**src/rtl/gpu_bg_line_fetcher_pkg.sv**
```systemverilog
// Shared definitions for the background line fetcher.
// Contents:
//   - VRAM offsets relative to 0x8000 (tile maps and the signed tile-data base)
//   - LCDC bit positions used by the fetcher
//   - FSM state encoding
//   - tile_row_addr(): VRAM offset of one 2-byte row of a tile
package gpu_bg_line_fetcher_pkg;

    localparam logic [12:0] VRAM_MAP0        = 13'h1800;
    localparam logic [12:0] VRAM_MAP1        = 13'h1C00;
    localparam logic [12:0] VRAM_SIGNED_BASE = 13'h1000;

    localparam int LCDC_BG_EN    = 0;
    localparam int LCDC_MAP_SEL  = 3;
    localparam int LCDC_DATA_SEL = 4;

    typedef enum logic [2:0] {
        ST_IDLE = 3'd0,
        ST_MAP  = 3'd1,
        ST_LO   = 3'd2,
        ST_HI   = 3'd3,
        ST_PUSH = 3'd4,
        ST_DONE = 3'd5
    } fetch_state_e;

    // Offset of the low byte of row `row` of tile `tile`.
    // unsigned_sel=1: tiles 0..255 from 0x0000. unsigned_sel=0: tiles -128..127
    // around 0x1000, wrapping in 13 bits.
    function automatic logic [12:0] tile_row_addr(input logic [7:0] tile,
                                                  input logic [2:0] row,
                                                  input logic       unsigned_sel);
        logic [12:0] base;
        if (unsigned_sel) begin
            base = {1'b0, tile, 4'b0000};
        end else begin
            base = VRAM_SIGNED_BASE + {tile[7], tile, 4'b0000};
        end
        return base + {9'b0, row, 1'b0};
    endfunction

endpackage

```
**src/rtl/gpu_bg_line_fetcher_tile_shifter.sv**
```systemverilog
// 8-pixel shift pair for one tile row.
// Ports:
//   clk_i, rst_ni       clock, async active-low reset
//   load_i              load a new row (load_lo_i / load_hi_i)
//   load_lo_i/hi_i      row bitplanes; bit 7 is the leftmost pixel
//   shift_i             drop the current pixel (may coincide with load_i)
//   pixel_o             current pixel {hi[7], lo[7]}
//   last_o              the current pixel is the final one held
// While load_i is high the row being loaded is shown directly, so the
// first pixel is available in the same cycle the hi byte arrives.
module gpu_tile_shifter (
    input  logic       clk_i,
    input  logic       rst_ni,
    input  logic       load_i,
    input  logic [7:0] load_lo_i,
    input  logic [7:0] load_hi_i,
    input  logic       shift_i,
    output logic [1:0] pixel_o,
    output logic       last_o
);

    logic [7:0] lo_q;
    logic [7:0] hi_q;
    logic [3:0] cnt_q;

    always_ff @(posedge clk_i or negedge rst_ni) begin
        if (!rst_ni) begin
            lo_q  <= 8'd0;
            hi_q  <= 8'd0;
            cnt_q <= 4'd0;
        end else if (load_i) begin
            lo_q  <= shift_i ? {load_lo_i[6:0], 1'b0} : load_lo_i;
            hi_q  <= shift_i ? {load_hi_i[6:0], 1'b0} : load_hi_i;
            cnt_q <= shift_i ? 4'd7 : 4'd8;
        end else if (shift_i && cnt_q != 4'd0) begin
            lo_q  <= {lo_q[6:0], 1'b0};
            hi_q  <= {hi_q[6:0], 1'b0};
            cnt_q <= cnt_q - 4'd1;
        end
    end

    assign pixel_o = load_i ? {load_hi_i[7], load_lo_i[7]} : {hi_q[7], lo_q[7]};
    assign last_o  = !load_i && (cnt_q == 4'd1);

endmodule

```
**src/rtl/gpu_bg_line_fetcher.sv**
```systemverilog
// Background scanline fetcher: reads tile map + tile data from VRAM and
// streams one line of 2-bit colour indices.
// Ports:
//   iClock, iReset                 clock, async active-low reset
//   iLineStart, iLY, iSCX, iSCY,
//   iLCDC                          line start pulse and parameters (sampled in IDLE)
//   oVramRe, oVramAddr, iVramData  VRAM read port; data returns one cycle after oVramRe
//   oPixel, oPixelValid,
//   iPixelReady                    pixel stream
//   oBusy, oLineDone               status
// Handshake: a pixel transfers on a cycle where oPixelValid and iPixelReady
// are both high; oPixelValid never depends on iPixelReady and oPixel is held
// while valid is high and ready is low.
module gpu_bg_line_fetcher
    import gpu_bg_line_fetcher_pkg::*;
#(
    parameter int PIXELS_PER_LINE = 160,
    parameter int MAP_WIDTH_TILES = 32
) (
    input  logic        iClock,
    input  logic        iReset,
    input  logic        iLineStart,
    input  logic [7:0]  iLY,
    input  logic [7:0]  iSCX,
    input  logic [7:0]  iSCY,
    input  logic [7:0]  iLCDC,
    output logic        oVramRe,
    output logic [12:0] oVramAddr,
    input  logic [7:0]  iVramData,
    output logic [1:0]  oPixel,
    output logic        oPixelValid,
    input  logic        iPixelReady,
    output logic        oBusy,
    output logic        oLineDone
);

    localparam logic [7:0] LAST_PIXEL = 8'(PIXELS_PER_LINE - 1);
    localparam logic [4:0] LAST_TILE  = 5'(MAP_WIDTH_TILES - 1);

    fetch_state_e state_q, state_d;

    logic [7:0]  y_q;
    logic [4:0]  tile_x_q;
    logic [2:0]  discard_q;
    logic        bg_en_q, map_sel_q, data_sel_q;
    logic [7:0]  pix_cnt_q;
    logic [7:0]  lo_q;
    logic [12:0] row_addr_q;
    logic        load_q;          // first PUSH cycle: hi byte is on iVramData

    logic [1:0]  sh_pixel;
    logic        sh_last;
    logic        discarding, pix_valid, accept, shift, line_end, tile_end;
    logic        unused_lcdc_bits;

    assign unused_lcdc_bits = ^{iLCDC[7:5], iLCDC[2:1]};

    // Leading pixels of the first tile are dropped one per cycle before
    // anything is presented. With BG off nothing is fetched or discarded.
    assign discarding = (state_q == ST_PUSH) && bg_en_q && (discard_q != 3'd0);
    assign pix_valid  = (state_q == ST_PUSH) && !discarding;
    assign accept     = pix_valid && iPixelReady;
    assign shift      = (state_q == ST_PUSH) && bg_en_q && (discarding || accept);
    assign line_end   = accept && (pix_cnt_q == LAST_PIXEL);
    assign tile_end   = shift && sh_last;

    gpu_tile_shifter u_shifter (
        .clk_i     (iClock),
        .rst_ni    (iReset),
        .load_i    (load_q),
        .load_lo_i (lo_q),
        .load_hi_i (iVramData),
        .shift_i   (shift),
        .pixel_o   (sh_pixel),
        .last_o    (sh_last)
    );

    // State register
    always_ff @(posedge iClock or negedge iReset) begin
        if (!iReset) begin
            state_q <= ST_IDLE;
        end else begin
            state_q <= state_d;
        end
    end

    // Next-state logic; reaching the pixel count wins over an emptied tile
    always_comb begin
        state_d = state_q;
        case (state_q)
            ST_IDLE: if (iLineStart) state_d = iLCDC[LCDC_BG_EN] ? ST_MAP : ST_PUSH;
            ST_MAP:  state_d = ST_LO;
            ST_LO:   state_d = ST_HI;
            ST_HI:   state_d = ST_PUSH;
            ST_PUSH: begin
                if (line_end)      state_d = ST_DONE;
                else if (tile_end) state_d = ST_MAP;
            end
            ST_DONE: state_d = ST_IDLE;
            default: state_d = ST_IDLE;
        endcase
    end

    // Output logic
    always_comb begin
        oVramRe   = 1'b0;
        oVramAddr = 13'd0;
        case (state_q)
            ST_MAP: begin
                oVramRe   = 1'b1;
                oVramAddr = (map_sel_q ? VRAM_MAP1 : VRAM_MAP0)
                          + {3'b000, y_q[7:3], 5'b00000} + {8'd0, tile_x_q};
            end
            ST_LO: begin
                oVramRe   = 1'b1;
                oVramAddr = tile_row_addr(iVramData, y_q[2:0], data_sel_q);
            end
            ST_HI: begin
                oVramRe   = 1'b1;
                oVramAddr = row_addr_q + 13'd1;
            end
            default: ;
        endcase
    end

    assign oPixelValid = pix_valid;
    assign oPixel      = (pix_valid && bg_en_q) ? sh_pixel : 2'b00;
    assign oBusy       = (state_q != ST_IDLE);
    assign oLineDone   = (state_q == ST_DONE);

    // Datapath registers
    always_ff @(posedge iClock or negedge iReset) begin
        if (!iReset) begin
            y_q        <= 8'd0;
            tile_x_q   <= 5'd0;
            discard_q  <= 3'd0;
            bg_en_q    <= 1'b0;
            map_sel_q  <= 1'b0;
            data_sel_q <= 1'b0;
            pix_cnt_q  <= 8'd0;
            lo_q       <= 8'd0;
            row_addr_q <= 13'd0;
            load_q     <= 1'b0;
        end else begin
            load_q <= (state_q == ST_HI);
            case (state_q)
                ST_IDLE: if (iLineStart) begin
                    y_q        <= iLY + iSCY;
                    tile_x_q   <= iSCX[7:3];
                    discard_q  <= iSCX[2:0];
                    bg_en_q    <= iLCDC[LCDC_BG_EN];
                    map_sel_q  <= iLCDC[LCDC_MAP_SEL];
                    data_sel_q <= iLCDC[LCDC_DATA_SEL];
                    pix_cnt_q  <= 8'd0;
                end
                ST_LO: row_addr_q <= tile_row_addr(iVramData, y_q[2:0], data_sel_q);
                ST_HI: lo_q <= iVramData;
                ST_PUSH: begin
                    if (discarding) discard_q <= discard_q - 3'd1;
                    if (accept)     pix_cnt_q <= pix_cnt_q + 8'd1;
                    if (tile_end && !line_end) begin
                        tile_x_q <= (tile_x_q == LAST_TILE) ? 5'd0 : tile_x_q + 5'd1;
                    end
                end
                default: ;
            endcase
        end
    end

endmodule
```
**config.mk**
```make
export PLATFORM = sky130hd
export DESIGN_NAME = gpu_bg_line_fetcher
export DESIGN_NICKNAME = d
export VERILOG_FILES = /design/src/rtl/gpu_bg_line_fetcher_pkg.sv /design/src/rtl/gpu_bg_line_fetcher_tile_shifter.sv /design/src/rtl/gpu_bg_line_fetcher.sv
export SDC_FILE = /design/constraint.sdc
export NUM_CORES = 1
export LEC_CHECK = 0
export ABC_AREA = 1
export BUFFER_PORTS_ARGS = -buffer_cell sky130_fd_sc_hd__buf_2
export CAP_MARGIN = 15
export CELL_PAD_IN_SITES_DETAIL_PLACEMENT = 1
export CELL_PAD_IN_SITES_GLOBAL_PLACEMENT = 2
export CORE_MARGIN = 2
export CORE_UTILIZATION = 33
export CTS_BUF_LIST = sky130_fd_sc_hd__clkbuf_8
export CTS_CLUSTER_DIAMETER = 80
export DETAILED_ROUTE_END_ITERATION = 10
export PLACE_DENSITY_LB_ADDON = 0.1
export SYNTH_ARGS = -nofsm -noshare
export SYNTH_HDL_FRONTEND = slang
export SYNTH_SLANG_ARGS = --single-unit
```
**constraint.sdc**
```tcl
create_clock -name iClock -period 2.29 [get_ports iClock]
set_input_delay 0.1145 -clock iClock [delete_from_list [all_inputs] [get_ports iClock]]
set_output_delay 0.1145 -clock iClock [all_outputs]
set_load 0.01 [all_outputs]
```
==> run summary <==
library cells used by synthesis = 32
starting density of the core = 0.338
total wire length after detailed routing = 10900 um
startpoint of the lowest-slack hold path = iVramData[6]
number of vias per cell after detailed routing = 4.69
max-slew violation total from the final report = 0
number of clock sinks seen by CTS = 71
number of top-level pins = 63
max-capacitance violation count = 0
number of instances in the synthesized netlist = 551
share of post-route cells with drive strength above 1 = 0.157
total negative setup slack = 0 ns
die width = 115 um
clock tree from TritonCTS = done
vias in the first global route = 3774
DRC violations left = 0
endpoint of the worst hold path = lo_q[6]$_DFFE_PN0P_
Cell Pwr Density = 1150 nW/um^2
critical path peak fanout = 10
average routed wire per standard cell = 13.8 um
average footprint of a synthesized cell = 7.40 um^2
max frequency = 0.491 GHz
hold slack final = 0.0178 ns
headroom to the max-slew limit = 0.513
num rows = 40
leading area contributor after synthesis = sky130_fd_sc_hd__dfrtp_1
maximum buffer depth of the clock tree = 2
remaining global-route overflow = 0
launch point of the worst reg-to-reg path = state_q[2]$_DFFE_PN0P_
# nets final = 674
final critical delay including setup and external delays = 2.04 ns
post-synthesis register bit count = 71
number of hold violations in the final report = 0
instance count along the most critical hold path = 3
Die Outline Area = 13300 um^2
count of yosys warnings during synthesis = 0
HPWL after detailed placement = 7990 um
worst ir drop on vdd = 0.328 mV
final worst path period share = 0.889
Non-Filler Cell Area, Final = 4780 um^2
final weighted congestion in routability-driven placement = 0.796
switching pwr = 2.31 mW
setup skew after layout = 0.00760 ns
H-Tree Level Count = 3
pin count of the biggest net entering global routing = 46
clock latency on the worst-skew pair = 0.36 ns
slew of the pin with the lowest slew margin = 0.729 ns
type of the setup path with the least slack = flip-flop to output port
syn_nets = 610
clock root buffer master = sky130_fd_sc_hd__clkbuf_8
Antenna diodes = 0
post-layout power = 5.48 mW
remaining antenna violation count = 0
total clock buffers created by CTS = 9
# placed instances = 769
internal power summed over all cells = 3.16 mW
unrepaired setup endpoints after global routing = false
cell count of the worst reg-to-reg path = 7
largest cells by area after synthesis = sky130_fd_sc_hd__dfrtp_1 (44%), sky130_fd_sc_hd__nand2_1 (18%), sky130_fd_sc_hd__inv_1 (5.3%)
vias after detailed routing = 3683
global-route wire length before repair = 18300 um
outcome = finished, final reports clean
Pre-antenna DRT Iters = 4
Std-Cell Core Area = 12100 um^2
area added between synthesis and finish = 17.1%
Synth Cell Area = 4080 um^2
clock slew seen by the registers of the worst setup and hold paths = 0.07 ns
port bufs = 57
sequential element share of the synthesized area = 0.436
number of DRC markers after the initial detailed-route iteration = 122
standard cell area after detailed placement = 4570 um^2
combinational power share = 0.425
leakage power = 2.47 nW
final standard cell count with taps included and fillers excluded = 786
Post-CTS Setup Bufs = 0
GRT Overall Usage = 0.177
number of endpoints failing setup at the final stage = 0
R2R Setup Slk = 0.35 ns
worst flop-to-flop path endpoint = tile_x_q[2]$_DFFE_PN0P_
Crit path arrival time = 1.92 ns
clock share of power = 0.179
filler cell count in the final layout = 1540
antenna violations before repair = 0
Yosys top cell area share = 0.436
vertical die dimension = 115 um
class of the tightest hold or removal check = input pin to flip-flop
Net Sw Frac = 0.422
Setup crit end kind = output port
data required time of the critical path = 2.18 ns
startpoint kind of the worst setup timing path = flip-flop
sequential share of power = 0.396
-- logic make-up after synthesis --
logic type,Yosys count,synth area share
compound gates,73,0.103
fa+ha+maj,15,0.0479
xor+xnor,6,0.0129
simple gates,311,0.325
flops,71,0.436
buf+inv,75,0.0755
-- cell usage after synthesis --
cell,n
sky130_fd_sc_hd__nand2_1,195
sky130_fd_sc_hd__nor3_1,4
sky130_fd_sc_hd__nand3_2,2
sky130_fd_sc_hd__nor2_4,5
sky130_fd_sc_hd__fa_1,1
sky130_fd_sc_hd__nand4_1,5
sky130_fd_sc_hd__nand2_4,1
sky130_fd_sc_hd__inv_1,58
sky130_fd_sc_hd__nor2_1,58
sky130_fd_sc_hd__buf_4,5
sky130_fd_sc_hd__o22ai_1,1
sky130_fd_sc_hd__xor2_1,3
sky130_fd_sc_hd__nor3_2,1
sky130_fd_sc_hd__nand2_2,5
sky130_fd_sc_hd__o21ai_1,1
sky130_fd_sc_hd__clkinv_1,1
sky130_fd_sc_hd__or2_2,2
sky130_fd_sc_hd__clkbuf_1,5
sky130_fd_sc_hd__nand3_1,30
sky130_fd_sc_hd__a22o_1,1
sky130_fd_sc_hd__buf_2,6
sky130_fd_sc_hd__o221ai_1,3
sky130_fd_sc_hd__o211ai_1,12
sky130_fd_sc_hd__nand4_4,1
sky130_fd_sc_hd__a31oi_1,2
sky130_fd_sc_hd__ha_1,14
sky130_fd_sc_hd__o21ai_0,41
sky130_fd_sc_hd__nor2_2,2
sky130_fd_sc_hd__o21a_1,2
sky130_fd_sc_hd__a21oi_1,10
sky130_fd_sc_hd__xnor2_1,3
sky130_fd_sc_hd__dfrtp_1,71
-- flip-flops by register name, indices dropped and copies added (netlist names) --
| name | flops |
|---|---|
| load_q | 1 |
| row_addr_q | 12 |
| u_shifter.cnt_q | 4 |
| data_sel_q | 1 |
| y_q | 8 |
| discard_q | 3 |
| tile_x_q | 5 |
| bg_en_q | 1 |
| u_shifter.lo_q | 8 |
| map_sel_q | 1 |
| u_shifter.hi_q | 8 |
| pix_cnt_q | 8 |
| state_q | 3 |
| lo_q | 8 |
-- cell type report --
cell class | count | area, um^2 | share of cell area
clock buffer | 10 | 138 | 0.0288
clock inverter | 4 | 41.3 | 0.00865
sequential | 71 | 1780 | 0.372
multi-input combinational | 405 | 1990 | 0.417
tap | 168 | 210 | 0.0440
timing repair buffer | 69 | 395 | 0.0828
inverter | 59 | 221 | 0.0464
-- critical path, cell delays in order, from the launching register on --
cell	delay, ns
sky130_fd_sc_hd__dfrtp_1	0.52
sky130_fd_sc_hd__nor2_1	0.18
sky130_fd_sc_hd__nand2_1	0.22
sky130_fd_sc_hd__inv_2	0.23
sky130_fd_sc_hd__nand2_1	0.08
sky130_fd_sc_hd__o211ai_1	0.14
sky130_fd_sc_hd__buf_2	0.19
-- cell usage in the layout, fill, tap and decap left out, types with 3 or more instances in the layout --
master / synthesis / layout
sky130_fd_sc_hd__nand2_1: 195 / 195
sky130_fd_sc_hd__dfrtp_1: 71 / 71
sky130_fd_sc_hd__inv_1: 58 / 60
sky130_fd_sc_hd__nor2_1: 58 / 58
sky130_fd_sc_hd__buf_2: 6 / 57
sky130_fd_sc_hd__o21ai_0: 41 / 41
sky130_fd_sc_hd__nand3_1: 30 / 30
sky130_fd_sc_hd__ha_1: 14 / 14
sky130_fd_sc_hd__o211ai_1: 12 / 12
sky130_fd_sc_hd__a21oi_1: 10 / 10
sky130_fd_sc_hd__clkbuf_8: 0 / 10
sky130_fd_sc_hd__buf_4: 5 / 8
sky130_fd_sc_hd__nor2_4: 5 / 5
sky130_fd_sc_hd__nand2_2: 5 / 5
sky130_fd_sc_hd__nand4_1: 5 / 5
sky130_fd_sc_hd__nor3_1: 4 / 4
sky130_fd_sc_hd__o221ai_1: 3 / 3
sky130_fd_sc_hd__xnor2_1: 3 / 3
sky130_fd_sc_hd__xor2_1: 3 / 3
sky130_fd_sc_hd__dlygate4sd3_1: 0 / 3
-- per-layer routing --
metal | GRT usage | up-vias | part of all wire
li1 | - | 1880 | -
met1 | 0.232 | 1744 | 0.49
met2 | 0.296 | 45 | 0.47
met3 | 0.0274 | 14 | 0.022
met4 | 0.0659 | 0 | 0.017
met5 | 0 | - | 0
-- stage by stage --
| step | utilization | setup slack, ns |
|---|---|---|
| 2_1_floorplan | - | 0.636 |
| 3_3_place_gp | 0.379 | 0.376 |
| 3_5_place_dp | 0.379 | 0.343 |
| 4_1_cts | 0.396 | 0.106 |
| 5_1_grt | 0.396 | 0.0761 |
| 6_report | 0.396 | 0.253 |
-- how the worst max path moves through the flow --
| stage | startpoint | endpoint | slack [ns] |
|---|---|---|---|
| after detailed placement | discard_q[0]$_DFFE_PN0P_ | u_shifter.hi_q[1]$_DFFE_PN0P_ | 0.34 |
| after floorplan | discard_q[0]$_DFFE_PN0P_ | u_shifter.hi_q[2]$_DFFE_PN0P_ | 0.64 |
| after CTS | state_q[2]$_DFFE_PN0P_ | oVramAddr[4] | 0.11 |
| after global routing | discard_q[0]$_DFFE_PN0P_ | oPixel[0] | 0.08 |
| after global placement | discard_q[0]$_DFFE_PN0P_ | u_shifter.lo_q[1]$_DFFE_PN0P_ | 0.38 |
| final | state_q[2]$_DFFE_PN0P_ | oVramAddr[4] | 0.25 |
-- timing repair --
item,in CTS,in global routing
hold buffers,3,0
endpoints found under the hold margin,28,0
resized for setup,0,1
setup endpoints to repair,0,2
-- power by group through the flow --
stage	logic [mW]	registers [mW]	clock network (mW)
final	2.33	2.17	0.979
after global routing	2.71	2.24	1.07
after CTS	2.38	2.17	1.02
after detailed placement	2.36	2.19	0
after global placement	2.27	2.17	0
after floorplan	1.72	2.08	0
(Power assumes the default switching activity.)
